<file path="src/rtl/cell_loopback_pkg.sv">
// ============================================================================
// cell_loopback_pkg : shared types and pattern math for the ring loopback tester
// Rev 1.0 -- CELL_LOOPBACK_PRBS_EN selects the LFSR pattern instead of +1
// ============================================================================
`default_nettype none

package cell_loopback_pkg;

  typedef enum logic [2:0] {
    ST_IDLE    = 3'd0,
    ST_SETTLE  = 3'd1,
    ST_SEND    = 3'd2,
    ST_WAIT_RX = 3'd3,
    ST_OPEN    = 3'd4
  } state_t;

  // x^32 + x^22 + x^2 + x + 1, left-shifting Galois form (x^32 term implicit)
  localparam logic [31:0] LFSR_POLY = 32'h0040_0007;

  function automatic logic [31:0] lfsr_step(input logic [31:0] cur);
    lfsr_step = {cur[30:0], 1'b0} ^ (cur[31] ? LFSR_POLY : 32'h0);
  endfunction

  function automatic logic [31:0] pattern_next(input logic [31:0] cur);
`ifdef CELL_LOOPBACK_PRBS_EN
    pattern_next = lfsr_step(cur);
`else
    pattern_next = cur + 32'd1;
`endif
  endfunction

  // The LFSR locks up at zero, so a zero seed is promoted to 1
  function automatic logic [31:0] pattern_seed(input logic [31:0] s);
`ifdef CELL_LOOPBACK_PRBS_EN
    pattern_seed = (s == 32'h0) ? 32'h1 : s;
`else
    pattern_seed = s;
`endif
  endfunction

endpackage

`default_nettype wire

</file>
<file path="src/rtl/loopback_pattern_gen.sv">
// ============================================================================
// loopback_pattern_gen : holds the current pattern word; load seed or advance
// Rev 1.0
// ============================================================================
`default_nettype none

module loopback_pattern_gen
  import cell_loopback_pkg::*;
(
  input  logic        clk,
  input  logic        rst_n,
  input  logic        load,
  input  logic [31:0] seed,
  input  logic        advance,
  output logic [31:0] word
);

  always_ff @(posedge clk or negedge rst_n) begin
    if (!rst_n) begin
      word <= 32'h0;
    end else if (load) begin
      word <= pattern_seed(seed);
    end else if (advance) begin
      word <= pattern_next(word);
    end
  end

endmodule

`default_nettype wire

</file>
<file path="src/rtl/cell_link_loopback_tester.sv">
// ============================================================================
// cell_link_loopback_tester : closes one ring loop, sends a pattern packet and
// checks the returning words. Rev 1.0 -- option macro: CELL_LOOPBACK_PRBS_EN
// ============================================================================
`default_nettype none

module cell_link_loopback_tester
  import cell_loopback_pkg::*;
#(
  parameter int LEN_WIDTH      = 8,
  parameter int SETTLE_CYCLES  = 4,
  parameter int TIMEOUT_CYCLES = 1024
) (
  input  logic                 sysClk,
  input  logic                 sysReset_n,
  input  logic                 start,
  input  logic                 ring_select,
  input  logic [LEN_WIDTH-1:0] packet_len,
  input  logic [31:0]          seed,
  output logic                 close_loop_ccw,
  output logic                 close_loop_cw,
  output logic [31:0]          ccw_tx_tdata,
  output logic                 ccw_tx_tlast,
  output logic                 ccw_tx_tvalid,
  output logic [31:0]          cw_tx_tdata,
  output logic                 cw_tx_tlast,
  output logic                 cw_tx_tvalid,
  input  logic [31:0]          ccw_rx_tdata,
  input  logic                 ccw_rx_tlast,
  input  logic                 ccw_rx_tvalid,
  input  logic [31:0]          cw_rx_tdata,
  input  logic                 cw_rx_tlast,
  input  logic                 cw_rx_tvalid,
  output logic                 busy,
  output logic                 done,
  output logic                 pass,
  output logic                 timeout,
  output logic [15:0]          error_count,
  output logic                 cfg_error
);

  localparam int CNT_MAX = (SETTLE_CYCLES > TIMEOUT_CYCLES) ? SETTLE_CYCLES : TIMEOUT_CYCLES;
  localparam int CNT_W   = $clog2(CNT_MAX + 1);
  localparam logic [CNT_W-1:0]     SETTLE_LAST  = CNT_W'(SETTLE_CYCLES - 1);
  localparam logic [CNT_W-1:0]     TIMEOUT_LAST = CNT_W'(TIMEOUT_CYCLES - 1);
  localparam logic [CNT_W-1:0]     CNT_ONE      = CNT_W'(1);
  localparam logic [LEN_WIDTH-1:0] LEN_ONE      = LEN_WIDTH'(1);
  localparam logic [LEN_WIDTH:0]   IDX_ONE      = (LEN_WIDTH + 1)'(1);

  state_t               state, state_nx;
  logic                 ring, ring_nx;
  logic [LEN_WIDTH-1:0] len;
  logic [LEN_WIDTH:0]   len_ext, tx_idx;
  logic [LEN_WIDTH-1:0] rx_idx;
  logic                 rx_done, rx_done_nx;
  logic [CNT_W-1:0]     cnt;
  logic [31:0]          tx_word, exp_word, rx_data;
  logic                 accept, emit, tx_is_last, close_nx, timeout_hit;
  logic                 rx_valid, rx_last, beat, rx_got_last;
  logic [1:0]           err_inc;
  logic [16:0]          err_sum;

  assign accept  = start && (state == ST_IDLE) && (packet_len != '0);
  assign ring_nx = accept ? ring_select : ring;
  assign len_ext = {1'b0, len};

  assign rx_valid = ring ? cw_rx_tvalid : ccw_rx_tvalid;
  assign rx_last  = ring ? cw_rx_tlast  : ccw_rx_tlast;
  assign rx_data  = ring ? cw_rx_tdata  : ccw_rx_tdata;

  // RX is checked in both SEND and WAIT_RX so a zero-latency loop is caught
  assign beat        = rx_valid && ((state == ST_SEND) || (state == ST_WAIT_RX));
  assign rx_got_last = beat && !rx_done && rx_last;
  assign rx_done_nx  = rx_done || rx_got_last;

  assign emit = ((state == ST_SETTLE) && (cnt == SETTLE_LAST)) ||
                ((state == ST_SEND) && (tx_idx != len_ext));
  assign tx_is_last = (tx_idx == (len_ext - IDX_ONE));

  always_comb begin
    err_inc = 2'd0;
    if (beat) begin
      if (rx_done) begin
        err_inc = 2'd1;
      end else begin
        err_inc = 2'(rx_data != exp_word) + 2'(rx_last != (rx_idx == (len - LEN_ONE)));
      end
    end
  end

  assign err_sum = {1'b0, error_count} + 17'(err_inc);

  always_comb begin
    state_nx    = state;
    timeout_hit = 1'b0;
    case (state)
      ST_IDLE:    if (accept) state_nx = ST_SETTLE;
      ST_SETTLE:  if (cnt == SETTLE_LAST) state_nx = ST_SEND;
      // Skip WAIT_RX when tlast already came back so done lands two cycles after the last word
      ST_SEND:    if (tx_idx == len_ext) state_nx = rx_done_nx ? ST_OPEN : ST_WAIT_RX;
      ST_WAIT_RX: begin
        if (rx_done_nx) begin
          state_nx = ST_OPEN;
        end else if (cnt == TIMEOUT_LAST) begin
          state_nx    = ST_OPEN;
          timeout_hit = 1'b1;
        end
      end
      ST_OPEN:    state_nx = ST_IDLE;
      default:    state_nx = ST_IDLE;
    endcase
  end

  assign close_nx = (state_nx == ST_SETTLE) || (state_nx == ST_SEND) || (state_nx == ST_WAIT_RX);

  always_ff @(posedge sysClk or negedge sysReset_n) begin
    if (!sysReset_n) begin
      state   <= ST_IDLE;
      ring    <= 1'b0;
      len     <= '0;
      tx_idx  <= '0;
      rx_idx  <= '0;
      rx_done <= 1'b0;
      cnt     <= '0;
    end else begin
      state <= state_nx;
      if (state_nx != state) begin
        cnt <= '0;
      end else if ((state == ST_SETTLE) || (state == ST_WAIT_RX)) begin
        cnt <= cnt + CNT_ONE;
      end
      if (accept) begin
        ring    <= ring_select;
        len     <= packet_len;
        tx_idx  <= '0;
        rx_idx  <= '0;
        rx_done <= 1'b0;
      end else begin
        if (emit) tx_idx <= tx_idx + IDX_ONE;
        if (beat && !rx_done) rx_idx <= rx_idx + LEN_ONE;
        rx_done <= rx_done_nx;
      end
    end
  end

  always_ff @(posedge sysClk or negedge sysReset_n) begin
    if (!sysReset_n) begin
      busy           <= 1'b0;
      done           <= 1'b0;
      pass           <= 1'b0;
      timeout        <= 1'b0;
      error_count    <= 16'h0;
      cfg_error      <= 1'b0;
      close_loop_ccw <= 1'b0;
      close_loop_cw  <= 1'b0;
      ccw_tx_tdata   <= 32'h0;
      ccw_tx_tlast   <= 1'b0;
      ccw_tx_tvalid  <= 1'b0;
      cw_tx_tdata    <= 32'h0;
      cw_tx_tlast    <= 1'b0;
      cw_tx_tvalid   <= 1'b0;
    end else begin
      busy           <= (state_nx != ST_IDLE);
      done           <= (state == ST_OPEN);
      cfg_error      <= start && (state == ST_IDLE) && (packet_len == '0);
      close_loop_ccw <= close_nx && !ring_nx;
      close_loop_cw  <= close_nx && ring_nx;
      ccw_tx_tvalid  <= emit && !ring;
      ccw_tx_tlast   <= emit && !ring && tx_is_last;
      ccw_tx_tdata   <= (emit && !ring) ? tx_word : 32'h0;
      cw_tx_tvalid   <= emit && ring;
      cw_tx_tlast    <= emit && ring && tx_is_last;
      cw_tx_tdata    <= (emit && ring) ? tx_word : 32'h0;
      if (accept) begin
        error_count <= 16'h0;
        pass        <= 1'b0;
        timeout     <= 1'b0;
      end else begin
        if (beat) error_count <= err_sum[16] ? 16'hFFFF : err_sum[15:0];
        if (timeout_hit) timeout <= 1'b1;
        if (state == ST_OPEN) pass <= (error_count == 16'h0) && !timeout;
      end
    end
  end

  loopback_pattern_gen u_tx_gen (
    .clk     (sysClk),
    .rst_n   (sysReset_n),
    .load    (accept),
    .seed    (seed),
    .advance (emit),
    .word    (tx_word)
  );

  loopback_pattern_gen u_rx_gen (
    .clk     (sysClk),
    .rst_n   (sysReset_n),
    .load    (accept),
    .seed    (seed),
    .advance (beat && !rx_done),
    .word    (exp_word)
  );

endmodule

`default_nettype wire

</file>
<file path="config.mk">
export PLATFORM = sky130hd
export DESIGN_NAME = cell_link_loopback_tester
export DESIGN_NICKNAME = d
export VERILOG_FILES = /design/src/rtl/cell_loopback_pkg.sv /design/src/rtl/loopback_pattern_gen.sv /design/src/rtl/cell_link_loopback_tester.sv
export SDC_FILE = /design/constraint.sdc
export NUM_CORES = 1
export LEC_CHECK = 0
export ABC_AREA = 0
export CAP_MARGIN = 20
export CORE_ASPECT_RATIO = 0.75
export CORE_MARGIN = 5
export CORE_UTILIZATION = 57
export CTS_CLUSTER_SIZE = 8
export DETAILED_ROUTE_END_ITERATION = 6
export GPL_ROUTABILITY_DRIVEN = 0
export GPL_TIMING_DRIVEN = 0
export PLACE_DENSITY_LB_ADDON = 0.3
export SLEW_MARGIN = 20
export SYNTH_ARGS = -nofsm -noshare
export SYNTH_HDL_FRONTEND = slang
export SYNTH_HIERARCHICAL = 1
export SYNTH_SLANG_ARGS = --single-unit
</file>
<file path="constraint.sdc">
create_clock -name sysClk -period 12.4 [get_ports sysClk]
set_input_delay 2.48 -clock sysClk [delete_from_list [all_inputs] [get_ports sysClk]]
set_output_delay 2.48 -clock sysClk [all_outputs]
set_load 0.02 [all_outputs]
</file>
== Yosys cells after proc, flatten, opt, wreduce, memory -nomap -nowiden ==
Index checks and enable logic that the tools add are counted.

* Bits in writable memories: 0
* Register bits after elaboration: 196
* Memories kept: 0
* Latch bits: 0
* Bits in read-only memories: 0

* Multipliers: 0
* Equality and inequality tests: 16
* Add/subtract/negate cells: 9
* Divide/modulo/power cells: 0
* Shift-type cells: 0
* Bitwise logic cells: 0
* Multiplexer cells: 36
* $lt $le $gt $ge: 0
* Reductions and logical operators: 36

{| class="wikitable"
|+ Operators with widths
! operator !! number
|-
| 2-to-1 mux 32 bit || 7
|-
| adder 32 x 1 -> 32 bit, second input constant || 2
|-
| 2-to-1 mux 16 bit || 3
|-
| != test 32 bit || 1
|-
| 2-to-1 mux 11 bit || 2
|-
| 2-to-1 mux 3 bit || 6
|-
| 2-to-1 mux 9 bit || 2
|-
| adder 16 x 2 -> 17 bit || 1
|-
| zero test 16 bit || 1
|-
| 2-to-1 mux 8 bit || 2
|-
| logical AND 1 bit || 15
|-
| equality test 3 x 2 -> 1 bit, second input constant || 4
|-
| one-hot mux 3 bit (4 select lines) || 1
|-
| nonzero test 2 bit || 6
|-
| adder 11 x 1 -> 11 bit, second input constant || 1
|-
| equality test 11 x 10 -> 1 bit, second input constant || 1
|-
| equality test 11 x 2 -> 1 bit, second input constant || 1
|-
| 2-to-1 mux 1 bit || 11
|-
| adder 9 x 1 -> 9 bit, second input constant || 1
|-
| equality test 9 x 8 -> 1 bit || 1
|-
| equality test 9 bit || 1
|-
| != test 9 x 8 -> 1 bit || 1
|-
| subtractor 8 x 1 -> 9 bit, second input constant || 1
|-
| adder 8 x 1 -> 8 bit, second input constant || 1
|-
| 14 further kinds || 24
|}

== Depth between registers and ports, before layout ==
* Word-level depth: 13
* Gate-level depth with buffers: 22
* Gate-level depth less buffers: 19

== By module ==
The synthesis kept the hierarchy.

{| class="wikitable"
|+ Modules (own cells, without submodules)
! module !! instances !! area each (sq um) !! cells an instance
|-
| cell_link_loopback_tester || 1 || 6633.9 || 639
|-
| loopback_pattern_gen || 2 || 1966.9 || 219
|}

== Worst setup path after synthesis ==
Ideal clock, no wire load.

* Path kind: input-to-reg
* Start: input port cw_rx_tdata[2]
* End: register error_count[10]
* Cell stages on the path: 18
* Buffers on the path: 2
* Arrival time: 5.462 ns
* Setup slack: 6.852 ns
* Setup time: 0.086 ns
* Path through: mux2i_1 -> xor2_1 -> nand4_1 -> nor4_1 -> nand2_1 -> ha_1 -> nor2_1 -> nor2_1 -> ha_1 -> inv_1 -> fa_1 -> or3_1 -> or3_1 -> clkbuf_1 -> clkbuf_1 -> nand2_1 -> nor2_1 -> nor3_1

* Cells in the longest elaborated chain, start to end: 9

{| class="wikitable"
|+ Ends and longest elaborated chain
! element !! RTL line !! text
|-
| start: declaration || cell_link_loopback_tester.sv:31 || <nowiki>input logic [31:0] cw_rx_tdata,</nowiki>
|-
| 2-to-1 mux 32 bit || cell_link_loopback_tester.sv:69 || <nowiki>assign rx_data = ring ? cw_rx_tdata : ccw_rx_tdata;</nowiki>
|-
| != test 32 bit || cell_link_loopback_tester.sv:86 || <nowiki>err_inc = 2'(rx_data != exp_word) + 2'(rx_last != (rx_idx == (len - LEN_ONE)));</nowiki>
|-
| adder 1 x 1 -> 2 bit || cell_link_loopback_tester.sv:86 ||
|-
| 2-to-1 mux 2 bit || cell_link_loopback_tester.sv:83 || <nowiki>if (rx_done) begin</nowiki>
|-
| 2-to-1 mux 2 bit || cell_link_loopback_tester.sv:82 || <nowiki>if (beat) begin</nowiki>
|-
| adder 16 x 2 -> 17 bit || cell_link_loopback_tester.sv:91 || <nowiki>assign err_sum = {1'b0, error_count} + 17'(err_inc);</nowiki>
|-
| 2-to-1 mux 16 bit (2 in series) || cell_link_loopback_tester.sv:179 || <nowiki>if (beat) error_count <= err_sum[16] ? 16'hFFFF : err_sum[15:0];</nowiki>
|-
| 2-to-1 mux 16 bit || cell_link_loopback_tester.sv:174 || <nowiki>if (accept) begin</nowiki>
|-
| end signal: assignment || cell_link_loopback_tester.sv:179 ||
|-
| end: declaration || cell_link_loopback_tester.sv:38 || <nowiki>output logic [15:0] error_count,</nowiki>
|}

No other way between the ends. The select of a mux whose other input is x is not followed.
A chain may end at the register's enable or synchronous reset.

== Worst setup path in the final report ==
* Start: input port ccw_rx_tdata[31]
* End: register error_count[10]

* Cells in the longest elaborated chain, start to end: 9

{| class="wikitable"
|+ Ends and longest elaborated chain
! element !! RTL line !! text
|-
| start: declaration || cell_link_loopback_tester.sv:28 || <nowiki>input logic [31:0] ccw_rx_tdata,</nowiki>
|-
| 2-to-1 mux 32 bit || cell_link_loopback_tester.sv:69 ||
|-
| != test 32 bit || cell_link_loopback_tester.sv:86 ||
|-
| adder 1 x 1 -> 2 bit || cell_link_loopback_tester.sv:86 ||
|-
| 2-to-1 mux 2 bit || cell_link_loopback_tester.sv:83 ||
|-
| 2-to-1 mux 2 bit || cell_link_loopback_tester.sv:82 ||
|-
| adder 16 x 2 -> 17 bit || cell_link_loopback_tester.sv:91 ||
|-
| 2-to-1 mux 16 bit (2 in series) || cell_link_loopback_tester.sv:179 ||
|-
| 2-to-1 mux 16 bit || cell_link_loopback_tester.sv:174 ||
|}

No other way between the ends. The select of a mux whose other input is x is not followed.

==> summary.md <==
| Metric | Value |
|---|---|
| Max-slew violation count | 0 |
| Setup violators final | 0 |
| First-pass GRT wire length | 48,400 um |
| Setup WS pre-CTS | 5770 ps |
| CTS tree | yes |
| Layout Nets | 1,422 |
| Initial antenna violation count | 1 |
| Clock power share | 20.5% |
| Post-DP HPWL | 22,500 um |
| Wl on met1 | 13,200 um |
| Total negative slack for setup checks | 0 ps |
| Initial DRC count | 1,258 |
| Fillers | 1,311 |
| Peak Freq | 163 MHz |
| CTS Hold Bufs | 0 |
| CTS root buf | clkbuf_16 |
| Post-synth top flop | dfrtp_1 |
| Max Clock Skew | 14.6 ps |
| CP most frequent cell | nor2_1 |
| Async S/R FF share, synth | 100% |
| CP arrival | 6500 ps |
| Met3 WL | 3260 um |
| Hold Path Class | register to register |
| Critical path's largest stage delay | 410 ps |
| Worst VDD drop | 0.000113 V |
| YS warnings | 6 |
| Crit path capture type | register |
| Status | complete, no violations |
| Antenna-violating nets left | 0 |
| Worst skew pair latency | 450 ps |
| Synth Register Bits | 196 |
| Row count | 43 |
| Core area | 0.0183 mm2 |
| Vias | 9,609 |
| CTS Buf Count | 17 |
| Final wirelength | 30,600 um |
| Sequential share of power | 38.1% |
| Sequential fraction of the synthesis area | 46.4% |
| Quantity of gates resized following cts | 0 |
| TritonCTS Sinks | 196 |
| Initial DRT Pass Iterations | 6 |
| Crit-path slowest cell | clkdlybuf4s50_1 |
| Power density cells | 203 mW/mm2 |
| Unrepaired setup endpoints after global routing | no |
| Worst Path Required | 12,770 ps |
| Area contributors post-synth | dfrtp_1, xor2_1, mux2i_1, nand2_1, nor2_1 |
| Final min period | 6130 ps |
| Slew @ Worst Pin | 893 ps |
| WL per Instance | 19.6 um |
| Comb power frac | 41.4% |
| Leakage power | 0.00574 uW |
| Die Footprint | 0.0214 mm2 |
| Die height | 128 um |
| Synth top area share | 46.4% |
| Commonest non-fill, non-tap cell in the layout | clkdlybuf4s50_1 |
| PortBufs | 202 |
| Synthesized Nets | 1,199 |
| DRC | 0 |
| Int Power | 1580 uW |
| Area of the multi-input gates | 0.00532 mm2 |
| Global route overflow | 0 |
| Reg area | 0.00490 mm2 |
| Layout cells sized above 1 | 6.32% |
| Fin crit share | 49.5% |
| Sw Ratio | 42.9% |
| Avg Cell Area, Syn | 9.81 um2 |
| Hold WS | 529 ps |
| Drt via density | 6.16 |
| Max Cap Viol | 0 |
| Worst Path Max Fanout | 10 |
| Post-synth EDFFs | 0 |
| Final count of hold timing violations | 0 |
| Syn Inst Count | 1,077 |
| Netlist cell types | 73 |
| Die W | 167 um |
| Commonest non-fill, non-tap cells in the layout | clkdlybuf4s50_1, dfrtp_1, nand2_1 |
| Buffer depth of the longest clock path | 2 |
| Kind of critical path | primary input to register |
| Synthesized area | 0.0106 mm2 |
| Synth-to-layout area growth | 28.6% |
| Rel. slew slack | 40.5% |
| Clock transition at path regs | 80 ps |
| Top cell type by total area after synthesis | dfrtp_1 |
| Net Switching | 1190 uW |
| Worst Setup Start Kind | primary input |
| Postcts setup bufs | 0 |
| Met2 wire len | 13,500 um |
| Starting density of the core | 57.6% |
| CTS H-tree lvls | 4 |
| Overall routing resource usage | 28.4% |
| Vias in the first global route | 8,922 |
| Worst path cell trace | clkdlybuf4s50_1 > mux2i_1 > xor2_1 > nand4_1 > nor4_1 > nand2_1 > ha_1 > nor2_1 > nor2_1 > ha_1 > inv_1 > fa_1 > or3_1 > or3_1 > clkbuf_1 > clkbuf_1 > nand2_1 > nor2_1 > nor3_1 |
| Min setup slack post-route | 6270 ps |
| Top layer in use | met4 |
| I/O pin count | 203 |
| Largest net degree at the start of global routing | 97 |
[per-stage QoR]
| stage | utilization (%) | power, uW | cells | area, um2 |
|---|---|---|---|---|
| after detailed placement | 70.6 | 2170 | 1528 | 13000 |
| final | 74.1 | 2760 | 1561 | 13600 |
| after global placement | 70.3 | 2120 | 1526 | 12900 |
| after global routing | 74.1 | 2920 | 1561 | 13600 |
| after CTS | 74.0 | 2750 | 1560 | 13600 |
| after floorplan | - | 1740 | 1077 | 10600 |
[registers in the layout, indices dropped and copies added (netlist names), 3 cells and up]
name           cells
ccw_tx_tdata      32
cnt               11
cw_tx_tdata       32
error_count       16
len                8
rx_idx             8
state              3
tx_idx             9
u_rx_gen/word     32
u_tx_gen/word     32
[synth_stat cells, types with 5 or more instances]
master	count
dfrtp_1	196
nand2_1	95
nor2_1	81
xor2_1	71
o21ai_0	50
nand4_1	47
and3_1	46
mux2i_1	43
and2_1	39
nand3_1	39
clkbuf_1	38
a31oi_1	34
or4_1	25
xnor2_1	25
inv_1	22
o31ai_1	22
a21oi_1	19
nor4_1	15
or3_1	14
and4_1	10
ha_1	9
nor2b_1	9
nand2b_1	7
o211ai_1	7
o31a_1	7
a211oi_1	6
buf_2	6
nor3_1	6
nor3b_1	5
[cell type report]
| cell class | count | area share (%) |
|---|---|---|
| diodes | 1 | 0.0184 |
| flip-flops and latches | 196 | 36.1 |
| multi-input cells | 803 | 39.1 |
| plain buffers | 55 | 1.92 |
| clock inverters | 15 | 1.46 |
| clock buffers | 17 | 3.13 |
| inverters | 23 | 0.635 |
| repair buffers | 204 | 15.3 |
| well taps | 247 | 2.27 |
[layer usage]
layer	vias up	track usage [%]
li1	4362	-
met1	4616	41.5
met2	577	42.6
met3	54	6.44
met4	0	9.02
met5	-	0
[power by group through the flow]
stage,Sequential [uW],Clock [uW],Combinational [uW]
after CTS,1040,574,1130
after global routing,1070,606,1240
final,1050,566,1150
after detailed placement,1050,0,1120
after global placement,1040,0,1080
after floorplan,1030,0,706
[worst max-delay path: cells and delay by family]
family        cells  cell delay (ps)
simple gates     10             1800
fa+ha+maj         3              920
buf+inv           4              900
xor+xnor          1              200
mux               1              190
[logic make-up after synthesis]
logic type                 Yosys count  synth area share (%)
DFF                                196                  46.4
buffers and inverters               78                  3.27
muxes                               46                  4.39
xor gates and xnor gates            96                  7.96
adders and majority gates           10                  1.26
and+or+nand+nor                    473                  25.7
AOI/OAI and AO/OA                  178                  11.1
[final timing paths]
check                      slack (ps)                       endpoint  cells past startpoint          startpoint
min in group asynchronous        1920    error_count[15]$_DFFE_PN0P_                      1          sysReset_n
setup / recovery                 6270    error_count[10]$_DFFE_PN0P_                     19    ccw_rx_tdata[31]
max in group asynchronous        9370  u_tx_gen/word[31]$_DFFE_PN0P_                      3          sysReset_n
hold reg to reg                   530               pass$_DFFE_PN0P_                      2    pass$_DFFE_PN0P_
setup reg to reg                 7080    error_count[10]$_DFFE_PN0P_                     22  len[0]$_DFFE_PN0P_
hold / removal                    530               pass$_DFFE_PN0P_                      2    pass$_DFFE_PN0P_
No activity file was read; power rests on OpenSTA's default activity.
